[src/rtl/ps2_key_event_gen.sv]
`default_nettype none
// ============================================================================
// Module      : ps2_key_event_gen
// Description : Turns a vector of level key inputs into paced toggle events
//               on the 11-bit ps2_key bus {toggle, pressed, code[8:0]}.
//               Pipeline: sample register -> lowest-index change scanner ->
//               event FIFO -> gap-paced emitter.
// Ports       : clk_sys   - system clock, rising edge
//               reset     - synchronous active-high reset
//               enable    - scanner enable; low freezes event generation
//               key_state - key levels, 1 = pressed
//               key_code  - flat table, key i code = key_code[9i+8:9i]
//               ps2_key   - event bus, bit 10 toggles once per event
//               busy      - changes pending, FIFO non-empty or gap running
// Revision    : 1.0 - initial release
// ============================================================================
module ps2_key_event_gen #(
    parameter int NKEYS      = 8,
    parameter int FIFO_DEPTH = 4,
    parameter int GAP        = 16
) (
    input  logic                 clk_sys,
    input  logic                 reset,
    input  logic                 enable,
    input  logic [NKEYS-1:0]     key_state,
    input  logic [9*NKEYS-1:0]   key_code,
    output logic [10:0]          ps2_key,
    output logic                 busy
);

    localparam int c_AW = $clog2(FIFO_DEPTH);
    localparam int c_CW = $clog2(GAP);

    typedef enum logic [0:0] {
        S_IDLE = 1'b0,
        S_WAIT = 1'b1
    } state_t;

    // ------------------------------------------------------------------
    // Sample and scanner state
    // ------------------------------------------------------------------
    logic [NKEYS-1:0] r_ks_q;
    logic [NKEYS-1:0] r_reported;
    logic [NKEYS-1:0] w_pending;
    logic [NKEYS-1:0] w_sel_oh;
    logic [9:0]       w_wdata;
    logic             w_wr;

    // ------------------------------------------------------------------
    // FIFO state
    // ------------------------------------------------------------------
    logic [9:0]    r_mem [FIFO_DEPTH];
    logic [c_AW:0] r_wptr;
    logic [c_AW:0] r_rptr;
    logic          w_full;
    logic          w_empty;
    logic [9:0]    w_head;

    // ------------------------------------------------------------------
    // Emitter state
    // ------------------------------------------------------------------
    state_t          r_state;
    state_t          w_state_nxt;
    logic [c_CW-1:0] r_cnt;
    logic [c_CW-1:0] w_cnt_nxt;
    logic            w_rd;
    logic [10:0]     r_ps2_key;

    // Level-based difference: a key whose level differs from what was last
    // reported is pending, so a change can never be lost while stalled.
    assign w_pending = r_ks_q ^ r_reported;

    // Lowest pending index wins: iterate downwards so the last hit is lowest.
    always_comb begin
        w_sel_oh = '0;
        w_wdata  = '0;
        for (int i = NKEYS - 1; i >= 0; i--) begin
            if (w_pending[i]) begin
                w_sel_oh    = '0;
                w_sel_oh[i] = 1'b1;
                w_wdata     = {r_ks_q[i], key_code[9*i +: 9]};
            end
        end
    end

    // Full blocks the write even when a pop happens in the same cycle.
    assign w_wr    = enable & ~w_full & (|w_pending);
    assign w_empty = (r_wptr == r_rptr);
    assign w_full  = (r_wptr[c_AW] != r_rptr[c_AW]) &&
                     (r_wptr[c_AW-1:0] == r_rptr[c_AW-1:0]);
    assign w_head  = r_mem[r_rptr[c_AW-1:0]];

    always_ff @(posedge clk_sys) begin
        if (reset) begin
            r_ks_q     <= '0;
            r_reported <= '0;
            r_wptr     <= '0;
            r_rptr     <= '0;
        end else begin
            r_ks_q <= key_state;
            if (w_wr) begin
                // Pending bit means reported != ks_q, so toggling aligns them.
                r_reported <= r_reported ^ w_sel_oh;
                r_wptr     <= r_wptr + 1'b1;
            end
            if (w_rd) begin
                r_rptr <= r_rptr + 1'b1;
            end
        end
    end

    // Storage carries no reset; validity is tracked by the pointers alone.
    always_ff @(posedge clk_sys) begin
        if (w_wr) begin
            r_mem[r_wptr[c_AW-1:0]] <= w_wdata;
        end
    end

    // ------------------------------------------------------------------
    // Emitter: toggle at edge T enters WAIT with cnt=0; leaving WAIT at
    // edge T+GAP-1 lets the next toggle land exactly at T+GAP.
    // ------------------------------------------------------------------
    always_comb begin
        w_state_nxt = r_state;
        w_cnt_nxt   = r_cnt;
        w_rd        = 1'b0;
        case (r_state)
            S_IDLE: begin
                if (!w_empty) begin
                    w_rd        = 1'b1;
                    w_state_nxt = S_WAIT;
                    w_cnt_nxt   = '0;
                end
            end
            S_WAIT: begin
                if (r_cnt == c_CW'(GAP - 2)) begin
                    w_state_nxt = S_IDLE;
                end else begin
                    w_cnt_nxt = r_cnt + 1'b1;
                end
            end
            default: begin
                w_state_nxt = S_IDLE;
            end
        endcase
    end

    always_ff @(posedge clk_sys) begin
        if (reset) begin
            r_state   <= S_IDLE;
            r_cnt     <= '0;
            r_ps2_key <= '0;
        end else begin
            r_state <= w_state_nxt;
            r_cnt   <= w_cnt_nxt;
            if (w_rd) begin
                r_ps2_key <= {~r_ps2_key[10], w_head};
            end
        end
    end

    assign ps2_key = r_ps2_key;
    assign busy    = (|w_pending) | ~w_empty | (r_state == S_WAIT);

endmodule
`default_nettype wire

[config.mk]
export PLATFORM = sky130hd
export DESIGN_NAME = ps2_key_event_gen
export DESIGN_NICKNAME = d
export VERILOG_FILES = /design/src/rtl/ps2_key_event_gen.sv
export SDC_FILE = /design/constraint.sdc
export NUM_CORES = 1
export LEC_CHECK = 0
export ABC_AREA = 1
export BUFFER_PORTS_ARGS = -buffer_cell sky130_fd_sc_hd__buf_2
export CELL_PAD_IN_SITES_DETAIL_PLACEMENT = 1
export CELL_PAD_IN_SITES_GLOBAL_PLACEMENT = 1
export CORE_MARGIN = 3
export CORE_UTILIZATION = 42
export DETAILED_ROUTE_END_ITERATION = 16
export GPL_TIMING_DRIVEN = 0
export PLACE_DENSITY = 0.94
export SYNTH_ARGS = -nofsm -noshare
export SYNTH_HDL_FRONTEND = slang
export SYNTH_SLANG_ARGS = --single-unit
[constraint.sdc]
create_clock -name clk_sys -period 3.4 [get_ports clk_sys]
set_input_delay 0.68 -clock clk_sys [delete_from_list [all_inputs] [get_ports clk_sys]]
set_output_delay 0.68 -clock clk_sys [all_outputs]
set_load 0.02 [all_outputs]
==> metrics.txt <==
power per cell area roughly 630 nW/µm²; CP Capture Type primary output; count of yosys warnings during synthesis 0; share of cells above drive strength 1 0.2267; clock skew 0.01210 ns; 1st-iter DRT viols approximately 220; Fill cells 1161; H-tree level count 3; die area between 10000 and 15000 µm²; syn_nets 604; largest area contributor in the netlist edfxtp_1; most frequent CP cell nand2_1; post-route worst setup slack 0.9122 ns; min cycle time layout 2.488 ns; fin crit share 0.7317; area fraction of the dominant cell type after synthesis 0.3020; max-cap violation count 0; EDFF count, synth 40; Initial Util 0.4431; Longest Clk Path Bufs 2; synth cell count leaders nand2_1, nor2_1, o21ai_0; vias per inst 5.182; post-synthesis sequential area ratio 0.4932; GRT Util Overall 0.2425; final slew viol count 0; leakage approximately 2.1 nW; Cells after Synth about 510; CP max-delay cell dfxtp_1; Unique masters post-synth 32; Slew HR 0.3718; Avg Synthesized Cell Area 7.754 µm²; final hold vios 0; DRC violations left 0; Peak VDD IR 0.1965 mV; Core Area 8976 µm²; clk sink count 78; CP startpoint kind flop; Mapped Area 3978 µm²; GPL Wtd Cong 0.8695; CTS Hold Buffers Added 0; Async SR Flop Fraction 0; Die Span Y about 100 µm; RSZ-0062 raised after global routing false; final hold slack roughly 0.44 ns; # diodes 0; root buffer selected by CTS clkbuf_8; crit path kind flop to primary output; Yosys reg bits 78; Routed WL between 10000 and 15000 µm; I/O pins 95; Critical Path Max Stage Delay between 0.3 and 0.4 ns; global-route wire length before repair a little under 20000 µm; initial antenna violation count 0; Synth Flop Type edfxtp_1; status complete, no violations; Worst-Skew Late Latency 0.36 ns; worst hold path type flop to flop; Gates resized, CTS repair 0; Detailed Routing Iterations Pass 1 4; Buf+Inv Stages, Crit Path 2; setup_tns 0 ns; setup violation total in the final timing report 0; cells along the critical path inv_1, nand2_1, nand2_1, nor2_2, nand2_1, nor2_4, nand2_1, buf_2; postcts setup bufs 0; Inserted Clock Buffers 9; # nets final 708; clock-pin slew on the worst setup and hold paths 0.08 ns; largest net degree at the start of global routing 15; Die W approximately 100 µm; vias in the first global route 4106; routed wire length per instance 16.57 µm; # port buffers 93; delay-heaviest family, CP simple AND/OR/NAND/NOR gates; Place WS 1.055 ns; CTS tree yes; DP Wirelength between 9000 and 10000 µm; Worst-Margin Slew 0.9389 ns; Req. time, crit path 2.72 ns; CP arrival 1.81 ns; grt ovf 0; most common cell in the synthesized netlist nand2_1; Area growth syn-to-layout 20.70%; Crit Path Max Fanout 4; via count 3876; top cells by area, synth edfxtp_1, dfxtp_1, nand2_1; maximum clock rate 402.0 MHz; Core Util, Final 0.5348; # rows 34; number of routed nets with antenna violations 0
## per-layer routing
metal  GRT usage  up-vias  part of all wire
met4      0.1116        0             0.032
met3     0.05164       31             0.047
met2      0.4410      121              0.51
met5           0        -                 0
met1      0.2695     1837              0.41
li1            -     1887                 -
## cell type report
cell class | instances | area (µm²) | share of cell area
Tap cell | 126 | 157.7 | 0.03284
Inverter | 54 | 210.2 | 0.04378
Clock inverter | 6 | 72.57 | 0.01512
Timing Repair Buffer | 93 | 465.4 | 0.09695
Multi-Input combinational cell | 360 | 1713 | 0.3568
Buffer | 21 | 92.59 | 0.01929
Sequential cell | 78 | 1962 | 0.4087
Clock buffer | 10 | 127.6 | 0.02658
## power breakdown
group | switching, mW | internal, mW | total, mW
combinational | 0.737 | 0.329 | 1.07
clock | 0.359 | 0.344 | 0.704
sequential | 0.0818 | 1.16 | 1.24
total | 1.18 | 1.83 | 3.01
## flip-flops by register name, indices dropped and copies added (netlist names), named ones only
name,flops
r_rptr,3
ps2_key,11
r_ks_q,8
r_cnt,4
r_mem,40
r_wptr,3
r_state,1
r_reported,7
## path summary, 6_finish.rpt
| kind | start | end | slack [ns] | depth (start not counted) |
|---|---|---|---|---|
| worst min register to register | ps2_key[10] | ps2_key[10] | 0.44 | 1 |
| worst max-delay path | r_ks_q[1] | busy | 0.91 | 8 |
| worst max register to register | r_rptr[1] | r_mem[2][1] | 1.06 | 8 |
| worst min-delay path | ps2_key[10] | ps2_key[10] | 0.44 | 1 |
## kinds of logic (layout without fill, tap and decap cells)
family          after synthesis  in the layout  share of synthesized area
compound gates              116            116                     0.1519
xor+xnor                      3              3                   0.006607
fa+ha+maj                     8              8                    0.02517
buf+inv                      75            184                    0.07613
flops                        78             78                     0.4932
simple gates                233            233                     0.2469
## cell usage in the layout, fill, tap and decap left out, types with 2 or more instances in the layout
cell and instances:
a21oi_1 32, a31oi_1 11, buf_2 101, clkbuf_1 12, clkbuf_8 9, clkinv_1 2, clkinv_4 4, dfxtp_1 38
edfxtp_1 40, ha_1 8, inv_1 44, inv_2 7, nand2_1 111, nand2_2 7, nand3_1 20, nand4_1 3
nor2_1 81, nor2_2 4, nor2_4 3, o21ai_0 58, o21ai_1 11, xor2_1 2
## stage by stage
stage / power [mW] / cells / instance area [µm²]
after global routing: 3.197 / 748 / 4801
after detailed placement: 2.311 / 732 / 4601
after CTS: 3.018 / 748 / 4801
after floorplan: 1.944 / 513 / 3978
after global placement: 2.214 / 732 / 4601
final: 3.011 / 748 / 4801
## worst reg2reg max path: cells and delay by family, from the launching register on
kind / cells / cell delay (ns)
buffers and inverters: 2 / 0.20
and+or+nand+nor: 6 / 1.36
DFF: 1 / 0.42
(Power assumes the default switching activity.)
